<file path="src/rtl/data_port_arbiter.sv">
// Data memory port arbiter: execute stage (req 0) and debug/loader (req 1)
// share one single-port data memory with round-robin grant and a halt gate.
//
// Ports:
//   i_clock, i_reset_n        clock (rising edge), async active-low reset
//   i_halt                    blocks new execute grants
//   i_ex_*  / o_ex_*          execute req/we/addr/wdata, ack/rdata
//   i_dbg_* / o_dbg_*         debug req/we/addr/wdata, ack/rdata
//   o_mem_* / i_mem_rdata     registered memory strobe, we, addr, wdata
//   o_busy                    high while an access is in flight
module data_port_arbiter #(
    parameter int ADDR_W     = 9,
    parameter int DATA_W     = 32,
    parameter int RD_LATENCY = 1
) (
    input  logic              i_clock,
    input  logic              i_reset_n,
    input  logic              i_halt,
    input  logic              i_ex_req,
    input  logic              i_ex_we,
    input  logic [ADDR_W-1:0] i_ex_addr,
    input  logic [DATA_W-1:0] i_ex_wdata,
    output logic              o_ex_ack,
    output logic [DATA_W-1:0] o_ex_rdata,
    input  logic              i_dbg_req,
    input  logic              i_dbg_we,
    input  logic [ADDR_W-1:0] i_dbg_addr,
    input  logic [DATA_W-1:0] i_dbg_wdata,
    output logic              o_dbg_ack,
    output logic [DATA_W-1:0] o_dbg_rdata,
    output logic              o_mem_en,
    output logic              o_mem_we,
    output logic [ADDR_W-1:0] o_mem_addr,
    output logic [DATA_W-1:0] o_mem_wdata,
    input  logic [DATA_W-1:0] i_mem_rdata,
    output logic              o_busy
);

    localparam logic [1:0] S_IDLE   = 2'd0;
    localparam logic [1:0] S_ACCESS = 2'd1;
    localparam logic [1:0] S_WAIT   = 2'd2;

    localparam int LAT_W = 3;
    localparam logic [LAT_W-1:0] LAT_INIT = LAT_W'(RD_LATENCY - 1);

    logic [1:0]       r_state;
    logic [LAT_W-1:0] r_lat_cnt;
    // 0 = execute, 1 = debug
    logic             r_ptr;
    logic             r_owner;

    logic w_ex_elig;
    logic w_dbg_elig;
    logic w_any;
    logic w_pick_dbg;

    assign w_ex_elig  = i_ex_req & ~i_halt;
    assign w_dbg_elig = i_dbg_req;
    assign w_any      = w_ex_elig | w_dbg_elig;
    // Debug wins when it is alone or when the pointer names it.
    assign w_pick_dbg = w_dbg_elig & (~w_ex_elig | r_ptr);

    always_ff @(posedge i_clock or negedge i_reset_n) begin
        if (!i_reset_n) begin
            r_state     <= S_IDLE;
            r_lat_cnt   <= '0;
            r_ptr       <= 1'b0;
            r_owner     <= 1'b0;
            o_ex_ack    <= 1'b0;
            o_ex_rdata  <= '0;
            o_dbg_ack   <= 1'b0;
            o_dbg_rdata <= '0;
            o_mem_en    <= 1'b0;
            o_mem_we    <= 1'b0;
            o_mem_addr  <= '0;
            o_mem_wdata <= '0;
            o_busy      <= 1'b0;
        end else begin
            o_ex_ack  <= 1'b0;
            o_dbg_ack <= 1'b0;
            unique case (r_state)
                S_IDLE: begin
                    if (w_any) begin
                        r_owner     <= w_pick_dbg;
                        r_ptr       <= ~w_pick_dbg;
                        o_mem_en    <= 1'b1;
                        o_mem_we    <= w_pick_dbg ? i_dbg_we : i_ex_we;
                        o_mem_addr  <= w_pick_dbg ? i_dbg_addr : i_ex_addr;
                        o_mem_wdata <= w_pick_dbg ? i_dbg_wdata : i_ex_wdata;
                        o_busy      <= 1'b1;
                        r_state     <= S_ACCESS;
                    end
                end
                S_ACCESS: begin
                    o_mem_en <= 1'b0;
                    o_mem_we <= 1'b0;
                    // o_mem_we still reflects the access being issued.
                    if (o_mem_we) begin
                        o_ex_ack  <= ~r_owner;
                        o_dbg_ack <= r_owner;
                        o_busy    <= 1'b0;
                        r_state   <= S_IDLE;
                    end else begin
                        r_lat_cnt <= LAT_INIT;
                        r_state   <= S_WAIT;
                    end
                end
                S_WAIT: begin
                    if (r_lat_cnt != '0) begin
                        r_lat_cnt <= r_lat_cnt - 1'b1;
                    end else begin
                        if (r_owner) begin
                            o_dbg_rdata <= i_mem_rdata;
                            o_dbg_ack   <= 1'b1;
                        end else begin
                            o_ex_rdata <= i_mem_rdata;
                            o_ex_ack   <= 1'b1;
                        end
                        o_busy  <= 1'b0;
                        r_state <= S_IDLE;
                    end
                end
                default: begin
                    o_mem_en <= 1'b0;
                    o_mem_we <= 1'b0;
                    o_busy   <= 1'b0;
                    r_state  <= S_IDLE;
                end
            endcase
        end
    end

endmodule

</file>
<file path="config.mk">
export PLATFORM = sky130hd
export DESIGN_NAME = data_port_arbiter
export DESIGN_NICKNAME = d
export VERILOG_FILES = /design/src/rtl/data_port_arbiter.sv
export SDC_FILE = /design/constraint.sdc
export NUM_CORES = 1
export LEC_CHECK = 0
export ABC_AREA = 1
export ABC_CLOCK_PERIOD_IN_PS = 4000
export CAP_MARGIN = 10
export CORE_ASPECT_RATIO = 0.7
export CORE_UTILIZATION = 40
export DETAILED_ROUTE_END_ITERATION = 12
export GPL_TIMING_DRIVEN = 0
export PLACE_DENSITY = 0.78
export RECOVER_POWER = 25
export SKIP_LAST_GASP = 1
export SLEW_MARGIN = 0
export SYNTH_ARGS = -nofsm -noshare
export SYNTH_HDL_FRONTEND = slang
export SYNTH_SLANG_ARGS = --single-unit
</file>
<file path="constraint.sdc">
create_clock -name i_clock -period 4 [get_ports i_clock]
set_input_delay 1.2 -clock i_clock [delete_from_list [all_inputs] [get_ports i_clock]]
set_output_delay 1.2 -clock i_clock [all_outputs]
set_load 0.02 [all_outputs]
</file>
# After elaboration in Yosys (flattened, before gate mapping)
# Cells that the tools add are included.
totals:
  reg_bits: 117
  wordCells: 66
classes:
  add_sub_neg: 1
  eq_ne: 7
  mux: 25
  bitwise_logic: 10
  n_reduce_logical: 10
op_table:
  columns: ["op", "count"]
  rows:
  - ["2-to-1 mux 32 bit", 1]
  - ["AND reduction 3 bit", 4]
  - ["2-to-1 mux 1 bit", 11]
  - ["inequality test 2 bit (second input constant)", 5]
  - ["2-to-1 mux 9 bit", 1]
  - ["case mux 1 bit (2 select lines)", 4]
  - ["2-to-1 mux 2 bit", 3]
  - ["2-to-1 mux 3 bit", 2]
  - ["NOT 1 bit", 6]
  - ["case mux 2 bit (3 select lines)", 1]
  - ["case mux 3 bit (2 select lines)", 1]
  - ["AND reduction 2 bit", 3]
  - ["case mux 1 bit (3 select lines)", 1]
  - ["nonzero test 3 bit", 1]
  - ["subtractor 3 x 1 -> 3 bit (second input constant)", 1]
  - ["AND 1 bit", 2]
  - ["== test 2 x 1 -> 1 bit (second input constant)", 1]
  - ["== test 2 bit (second input constant)", 1]
  - ["zero test 2 bit", 1]
  - ["OR 1 bit", 2]
  - ["nonzero test 2 bit", 1]

# Logic depth before layout (Yosys ltp)
# Gate-level depths: netlist of run 1.
logic_depth:
  word_depth: 8
  depth_mapped: 8

# Worst setup path after synthesis of run 1
# Ideal clock, no wire load.
synth_timing:
  kind: "input to register"
  startpoint: "in i_halt"
  endpoint: "reg o_mem_wdata[13]"
  arrival_ns: 1.885
  required_time_ns: 3.931
  slack_ns: 2.046
  path_stages: 6
  n_path_buf: 1
  path_cell_list: "inv_1 nand3_2 nand2_1 buf_2 nand3_1 nand3_1"
synth_via:
  elab_chain_cells: 6
synth_rtl:
  columns: ["item", "line_no", "text"]
  rows:
  - ["start, declared", "18", "input logic i_halt,"]
  - ["NOT 1 bit (*)", "57", "assign w_ex_elig = i_ex_req & ~i_halt;"]
  - ["AND 1 bit (*)", "57", null]
  - ["NOT 1 bit", "61", "assign w_pick_dbg = w_dbg_elig & (~w_ex_elig | r_ptr);"]
  - ["OR 1 bit", "61", null]
  - ["AND 1 bit", "61", null]
  - ["2-to-1 mux 32 bit", "89", "o_mem_wdata <= w_pick_dbg ? i_dbg_wdata : i_ex_wdata;"]
  - ["end signal, assigned", "89", null]
  - ["end, declared", "34", "output logic [DATA_W-1:0] o_mem_wdata,"]
# Mark *: on every way between the ends. The rest lies on a longest branch, timed or not.
# A chain may end at the register's enable or synchronous reset.

==> qor.txt, run 1 <==
Multi-input gate area = 1670 sq um
post-synthesis cell type count = 20
DP HPWL = 12500 microns
most common cell in the netlist = nand2_1
power density cells = 871 nW/um^2
syn_nets = 670
max-slew violations = 72
first-pass GRT wire length = 26000 microns
Core Util, Final = 68.0%
Ys Warns = 0
Rows = 33
initial core utilization = 41.8%
largest net degree at the start of global routing = 72
Vias = 5022
Worst-path clk slew = 60 ps
CP max-delay cell = clkbuf_2
WL final = 16400 microns
synth cell count leaders = 124 x nand2_1, 117 x dfrtp_1, 86 x nand3_1, 71 x o21ai_0, 45 x inv_1
register bit total from synthesis = 117
drt drc = 0
Setup CP Type = in -> async
required time worst endpoint = 4170 ps
RePlAce Congestion = 0.964
largest cells by area after synthesis = dfrtp_1 59%, nand2_1 9.3%, nand3_1 8.6%
Vias/cell = 5.21
Hold WC Path Type = reg -> reg
top_reg_cell synth = dfrtp_1
fillcell total = 913
clk_skew = 8.94 ps
DRT iter0 DRCs = 340
Layout area overhead = 62.9%
Post-CTS Setup Inserts = 0
vias in the first global route = 4987
synthesized netlist cell count = 544
Worst Max-Slew Pin Slew = 1740 ps
CTS hold repair buffers = 0
cell taking the most area after synthesis = dfrtp_1
nets = 919
die area = 12900 sq um
final setup fails = 0
Max-cap violations = 1
Startpoint Class = input port
Ports = 231
leak pwr = 0.00371 uW
sequential area share after synthesis = 58.7%
Critical Path End Type = asynchronous set/reset pin
Buf/Inv on CP = 2
initial antenna violation count = 0
CP Max Fanout = 71
TritonCTS clock tree = built
WL/cell = 17.0 microns
final worst setup slack = 1230 ps
CTS Buffer Depth = 2
Final Hold Vio Count = 0
worst slack, placed = 1260 ps
die extent in x = 135 microns
clock sink count = 117
Congestion Overflow GR = 0
die height = 95.4 microns
post-route antenna net violation count = 0
Syn Area/Cell = 9.16 sq um
H-tree levels = 4
Clk Latency, worst-skew pair = 400 ps
number of synthesized flops with an enable pin = 0
CTS buffer count = 17
period utilisation layout = 69.2%
I/O Buffers = 229
core area = 11900 sq um
RSZ-0062 raised after global routing = false
slowest stage delay, CP = 1320 ps
highest clock rate = 0.361 GHz
outcome = complete, but fails checks
peak supply drop = 438 uV
Post-Syn Area = 4980 sq um
FF/Latch Area = 2930 sq um
post-route setup TNS = 0 ps
Antenna Cells = 0
CP arrival = 2940 ps
failing checks = capacitance limit, slew limit
Synth async-reset ratio = 100%
PostCTS Resize Cnt = 0
min Tclk post-route = 2770 ps
Worst slew margin = -16.0%
GRT Total Usage = 26.5%
share of layout cells above drive strength 1 = 7.82%
delay-heaviest family, CP = buffers and inverters
CTS Root Cell = clkbuf_16
post-synth top area share = 58.7%
first drt pass iteration count = 5
worst path cell trace = buf_6, clkbuf_2
==> report_power, final <==
group	internal (uW)	switching, uW	total, uW	leakage, uW
clock	1070	563	1630	0.000304
sequential	1780	336	2120	0.00142
combinational	1490	1840	3330	0.00199
==> through the flow <==
step | instance area (sq um) | total power, uW | hold WS, ps | std cells
after global routing | 8120 | 7470 | 502 | 963
after CTS | 8140 | 7120 | 487 | 963
after global placement | 7470 | 5340 | 465 | 930
final | 8120 | 7080 | 485 | 963
after floorplan | 4980 | 3770 | 471 | 544
after detailed placement | 7500 | 5450 | 473 | 931
==> path summary, 6_finish.rpt <==
check                                 from              end  slack, ps  depth (start not counted)
max                              i_reset_n   o_ex_rdata[21]       1230                          2
min                         o_dbg_rdata[9]   o_dbg_rdata[9]        490                          2
max reg2reg                   r_lat_cnt[0]   o_ex_rdata[13]       2270                          6
min reg2reg                 o_dbg_rdata[9]   o_dbg_rdata[9]        490                          2
max in group i_clock       o_mem_wdata[22]  o_mem_wdata[22]       1350                          1
min in group asynchronous        i_reset_n  o_mem_wdata[27]        720                          1
==> kinds of logic (layout without fill, tap and decap cells) <==
family	count (synthesis)	in the layout	share of synthesized area, %
AND/OR/NAND/NOR	262	262	24.5
flip-flops	117	117	58.7
AO/OA/AOI/OAI	74	74	7.71
adder cells (fa/ha/maj)	5	5	1.26
buffers and inverters	86	348	7.76
==> per-layer routing <==
layer	up-vias	part of all wire [%]	GRT usage (%)	wire length, microns
li1	2332	-	-	-
met1	2496	46	36.6	7550
met2	166	47	41.2	7790
met3	28	4.3	5.26	700
met4	0	2.3	10.5	374
met5	-	0	0	0
==> cell type report <==
class | count | area share [%]
flip-flops and latches | 117 | 36.1
multi-input cells | 341 | 20.6
inverters | 47 | 2.17
plain buffers | 39 | 2.59
clock buffers | 18 | 5.41
well taps | 157 | 2.42
repair buffers | 230 | 28.3
clock inverters | 14 | 2.47
==> cell usage in the layout, fill, tap and decap left out, drive strengths merged, types with 4 or more instances in the layout <==
cell           count
buf               22
clkbuf            37
nand4             41
o21ai             71
dfrtp            117
ha                 5
nand3             89
clkinv             4
clkdlybuf4s50    228
bufinv             4
inv               50
nand2            125
==> registers in the layout, summed over array words and instances, names as in the netlist <==
signal	cells
o_mem_addr	9
o_dbg_ack	1
o_mem_we	1
r_ptr	1
r_owner	1
o_mem_en	1
o_ex_ack	1
o_busy	1
o_ex_rdata	32
r_lat_cnt	3
o_mem_wdata	32
o_dbg_rdata	32
r_state	2
(Power assumes the default switching activity.)
==> run 2: changes to the inputs <==
--- a/config.mk
+++ b/config.mk
@@ -6,13 +6,13 @@
 export NUM_CORES = 1
 export LEC_CHECK = 0
 export ABC_AREA = 1
-export ABC_CLOCK_PERIOD_IN_PS = 4000
+export ABC_CLOCK_PERIOD_IN_PS = 2500
 export CAP_MARGIN = 10
 export CORE_ASPECT_RATIO = 0.7
-export CORE_UTILIZATION = 40
+export CORE_UTILIZATION = 37
 export DETAILED_ROUTE_END_ITERATION = 12
 export GPL_TIMING_DRIVEN = 0
-export PLACE_DENSITY = 0.78
+export PLACE_DENSITY = 0.76
 export RECOVER_POWER = 25
 export SKIP_LAST_GASP = 1
 export SLEW_MARGIN = 0
==> constraint.sdc (replaced) <==
create_clock -name i_clock -period 2.5 [get_ports i_clock]
set_input_delay 0.75 -clock i_clock [delete_from_list [all_inputs] [get_ports i_clock]]
set_output_delay 0.75 -clock i_clock [all_outputs]
set_load 0.02 [all_outputs]
==> qor.txt, run 2 (same netlist as run 1, synthesis figures left out) <==
outcome = complete, but fails checks
failing checks = DRC
Post-CTS Setup Inserts = 0
GRT Total Usage = 24.5%
clk_skew = 12.0 ps
min Tclk post-route = 2170 ps
first drt pass iteration count = 11
Clk Latency, worst-skew pair = 410 ps
Layout area overhead = 63.2%
Vias = 4987
highest clock rate = 0.460 GHz
initial core utilization = 37.9%
Crit path depth = 1
Hold WC Path Type = reg -> reg
leak pwr = 0.00371 uW
CP Max Fanout = 4
Critical path origin = o_mem_we
required time worst endpoint = 1750 ps
Worst-path clk slew = 60 ps
worst setup path end = o_mem_we
nets = 919
post-route antenna net violation count = 0
Worst slew margin = 10.4%
Cell Int Power = 6920 uW
slowest stage delay, CP = 630 ps
die extent in x = 141 microns
Final Hold Vio Count = 0
share of layout cells above drive strength 1 = 7.57%
fillcell total = 1066
Buf/Inv on CP = 1
Max-cap violations = 0
Flop pwr share = 29.9%
RePlAce Congestion = 0.818
CTS Buffer Depth = 2
delay-heaviest family, CP = buffers and inverters
worst path cell trace = clkdlybuf4s50_1
Reg2Reg Depth = 6
power density cells = 1390 nW/um^2
CTS hold repair buffers = 0
Switching Share = 39.0%
clock sink count = 117
H-tree levels = 4
WL final = 16600 microns
DRT iter0 DRCs = 305
FF-to-FF Start = r_lat_cnt[0]
Vias/cell = 5.13
final setup fails = 0
max-slew violations = 0
RSZ-0062 raised after global routing = false
Rows = 35
Critical Path End Type = output port
initial antenna violation count = 0
core area = 13100 sq um
Multi-input gate area = 1670 sq um
drt drc = 2
post-route setup TNS = 0 ps
Ports = 231
largest net degree at the start of global routing = 95
Worst Max-Slew Pin Slew = 1340 ps
Startpoint Class = flip-flop
clock power share = 23.0%
most frequent cells in the layout = 228 x clkdlybuf4s50_1, 124 x nand2_1, 117 x dfrtp_1
RR Endpoint = o_dbg_rdata[11]
vias in the first global route = 5081
FF/Latch Area = 2930 sq um
CTS buffer count = 17
CTS Root Cell = clkbuf_16
most common cell after layout, fill and taps aside = clkdlybuf4s50_1
peak supply drop = 676 uV
Setup CP Type = reg -> out
die height = 99.1 microns
period utilisation layout = 86.9%
PostCTS Resize Cnt = 0
CP arrival = 1420 ps
DP HPWL = 12400 microns
CP max-delay cell = clkdlybuf4s50_1
I/O Buffers = 229
first-pass GRT wire length = 26200 microns
WL/cell = 17.1 microns
largest registers = o_dbg_rdata x32, o_ex_rdata x32, o_mem_wdata x32
TritonCTS clock tree = built
Antenna Cells = 0
NetSw = 4430 uW
internal reg-to-reg setup slack = 740 ps
die area = 13900 sq um
Comb power frac = 47.1%
Congestion Overflow GR = 0
Hold WS = 484 ps
run 2: how the worst min path moves through the flow:
stage	startpoint	endpoint	slack (ps)	cells past startpoint
2_1_floorplan	i_reset_n	o_busy	450	0
3_3_place_gp	o_dbg_rdata[29]	o_dbg_rdata[29]	470	2
3_5_place_dp	o_ex_rdata[19]	o_ex_rdata[19]	470	2
4_1_cts	i_reset_n	o_dbg_rdata[10]	180	1
5_1_grt	o_dbg_rdata[25]	o_dbg_rdata[25]	510	2
6_report	o_dbg_rdata[25]	o_dbg_rdata[25]	480	2
run 2: power by group through the flow:
| stage | registers [uW] | logic (uW) | clock network, uW |
|---|---|---|---|
| floorplan | 4450 | 1580 | 0 |
| global placement | 3360 | 5200 | 0 |
| detailed placement | 3400 | 5330 | 0 |
| CTS | 3390 | 5360 | 2640 |
| global route | 3500 | 5730 | 2720 |
| finish | 3400 | 5350 | 2600 |
run 2: area by class of cell:
cell class	count	share of cell area [%]
clock buffer	18	5.28
sequential	117	36.0
buffer	39	2.58
tap	166	2.55
clock inverter	14	2.46
timing repair buffer	230	28.4
multi-input combinational	341	20.5
inverter	47	2.17
run 2: worst min-delay path: stages, from the launching register on:
cell and delay (ps):
dfrtp_1 340, nand2_1 50, o21ai_0 60
run 2: through the flow:
step	power, uW	instance area (sq um)	worst slack (ps)	util [%]	cells
global placement	8560	7480	-3820	57.0	939
detailed placement	8730	7510	120	57.2	940
CTS	11400	8140	301	62.0	972
floorplan	6030	4980	996	-	544
global route	12000	8140	268	61.9	972
finish	11300	8140	328	61.9	972
run 2: layer usage:
layer  global-route usage [%]  up-vias  wire, microns  part of all wire [%]
met1                     31.4     2432           7130                    43
met2                     40.0      185           8000                    48
li1                         -     2337              -                     -
met4                     10.8        0            447                   2.7
met5                        0        -              0                     0
met3                     5.83       33           1060                   6.3
==> run 3: changes to the inputs <==
--- a/config.mk
+++ b/config.mk
@@ -9,10 +9,10 @@
 export ABC_CLOCK_PERIOD_IN_PS = 2500
 export CAP_MARGIN = 10
 export CORE_ASPECT_RATIO = 0.7
-export CORE_UTILIZATION = 37
+export CORE_UTILIZATION = 35
 export DETAILED_ROUTE_END_ITERATION = 12
 export GPL_TIMING_DRIVEN = 0
-export PLACE_DENSITY = 0.76
+export PLACE_DENSITY = 0.72
 export RECOVER_POWER = 25
 export SKIP_LAST_GASP = 1
 export SLEW_MARGIN = 0
==> qor.txt, run 3 (same netlist as run 1, synthesis figures left out) <==
DRT iter0 DRCs = 333
slowest stage delay, CP = 640 ps
Reg2Reg Depth = 6
Max-cap violations = 0
nets = 919
power density cells = 1380 nW/um^2
Rows = 36
Worst slew margin = 10.3%
Layout area overhead = 63.5%
Buf/Inv on CP = 1
FF-to-FF Start = r_lat_cnt[0]
RePlAce Congestion = 0.874
Final Hold Vio Count = 0
CTS hold repair buffers = 0
CP arrival = 1450 ps
Antenna Cells = 0
required time worst endpoint = 1750 ps
GRT Total Usage = 23.4%
drt drc = 1
die height = 102 microns
Setup CP Type = reg -> out
largest registers = o_dbg_rdata x32, o_ex_rdata x32, o_mem_wdata x32
hold endpoint = o_ex_rdata[8]
PostCTS Resize Cnt = 0
worst path cell trace = clkdlybuf4s50_1
peak supply drop = 560 uV
CTS Root Cell = clkbuf_16
clk_skew = 13.5 ps
Worst-path clk slew = 60 ps
first-pass GRT wire length = 26000 microns
TritonCTS clock tree = built
HP Start = o_ex_rdata[8]
Startpoint Class = flip-flop
Critical Path End Type = output port
share of layout cells above drive strength 1 = 7.82%
Vias/cell = 5.02
initial antenna violation count = 0
I/O Buffers = 229
Worst Max-Slew Pin Slew = 1350 ps
max-slew violations = 0
WL/cell = 16.9 microns
H-tree levels = 4
RR Endpoint = o_dbg_rdata[17]
die extent in x = 145 microns
Hold WC Path Type = reg -> reg
clock sink count = 117
Vias = 4998
outcome = complete, but fails checks
WL final = 16800 microns
core area = 13900 sq um
initial core utilization = 35.8%
first drt pass iteration count = 9
CP Max Fanout = 4
final setup fails = 0
RSZ-0062 raised after global routing = false
most common cell after layout, fill and taps aside = clkdlybuf4s50_1
Post-CTS Setup Inserts = 0
internal reg-to-reg setup slack = 720 ps
DP HPWL = 12600 microns
die area = 14700 sq um
cell depth of the worst hold path = 2
min Tclk post-route = 2200 ps
post-route antenna net violation count = 0
Core Util, Final = 58.6%
leak pwr = 0.00372 uW
highest clock rate = 0.454 GHz
delay-heaviest family, CP = buffers and inverters
Placed Cells = 964
Clk Latency, worst-skew pair = 410 ps
CTS Buffer Depth = 2
vias in the first global route = 4926
post-route setup TNS = 0 ps
total power = 11300 uW
Congestion Overflow GR = 0
failing checks = DRC
CP max-delay cell = clkdlybuf4s50_1
period utilisation layout = 88.1%
largest net degree at the start of global routing = 68
Ports = 231
CTS buffer count = 17
most frequent cells in the layout = 228 x clkdlybuf4s50_1, 124 x nand2_1, 117 x dfrtp_1
non-filler cells, final = 996
[run 3: cell types whose count changed in the layout (fill, tap and decap cells not counted)]
cell        delta
clkinv_4       -2
inv_8          -1
inv_6          +7
clkbuf_1       -2
clkbuf_2       +1
clkinvlp_4     -2
bufinv_16      -1
[run 3: layer usage]
metal	track usage, %	part of all wire, %
met1	32.5	46
met2	36.6	48
met3	3.98	4.3
met4	9.07	1.9
met5	0	0
[run 3: cell type report]
cell class              instances  area, sq um
fillers                      1173         5770
flip-flops and latches        117         2930
repair buffers                230         2310
multi-input cells             341         1670
clock buffers                  17          425
well taps                     190          238
plain buffers                  39          210
clock inverters                15          188
inverters                      47          176
[run 3: worst max path at each step]
stage | start | to | slack [ps] | depth (start not counted)
after floorplan | i_halt | o_mem_wdata[13] | 1000 | 6
after global placement | i_reset_n | o_mem_wdata[14] | -3810 | 1
after detailed placement | i_ex_req | o_mem_wdata[21] | 210 | 6
after CTS | o_mem_we | o_mem_we | 260 | 1
after global routing | o_mem_we | o_mem_we | 230 | 1
final | o_mem_we | o_mem_we | 300 | 1
[run 3: report_power, final]
group	switching, uW	internal, uW
clock network	953	1590
logic	2960	2380
registers	538	2850
total	4450	6830
[run 3: tightest hold or removal path, delay by kind of cell, from the launching register on]
family             cells  cell delay (ps)
DFF                    1              340
and+or+nand+nor        1               50
AOI/OAI and AO/OA      1               50
[run 3: metrics by stage]
stage,setup slack [ps],hold slack (ps),cell area [sq um]
after detailed placement,213,472,7540
after global routing,230,507,8150
after global placement,-3810,467,7510
after floorplan,996,454,4980
after CTS,260,284,8160
final,297,479,8150
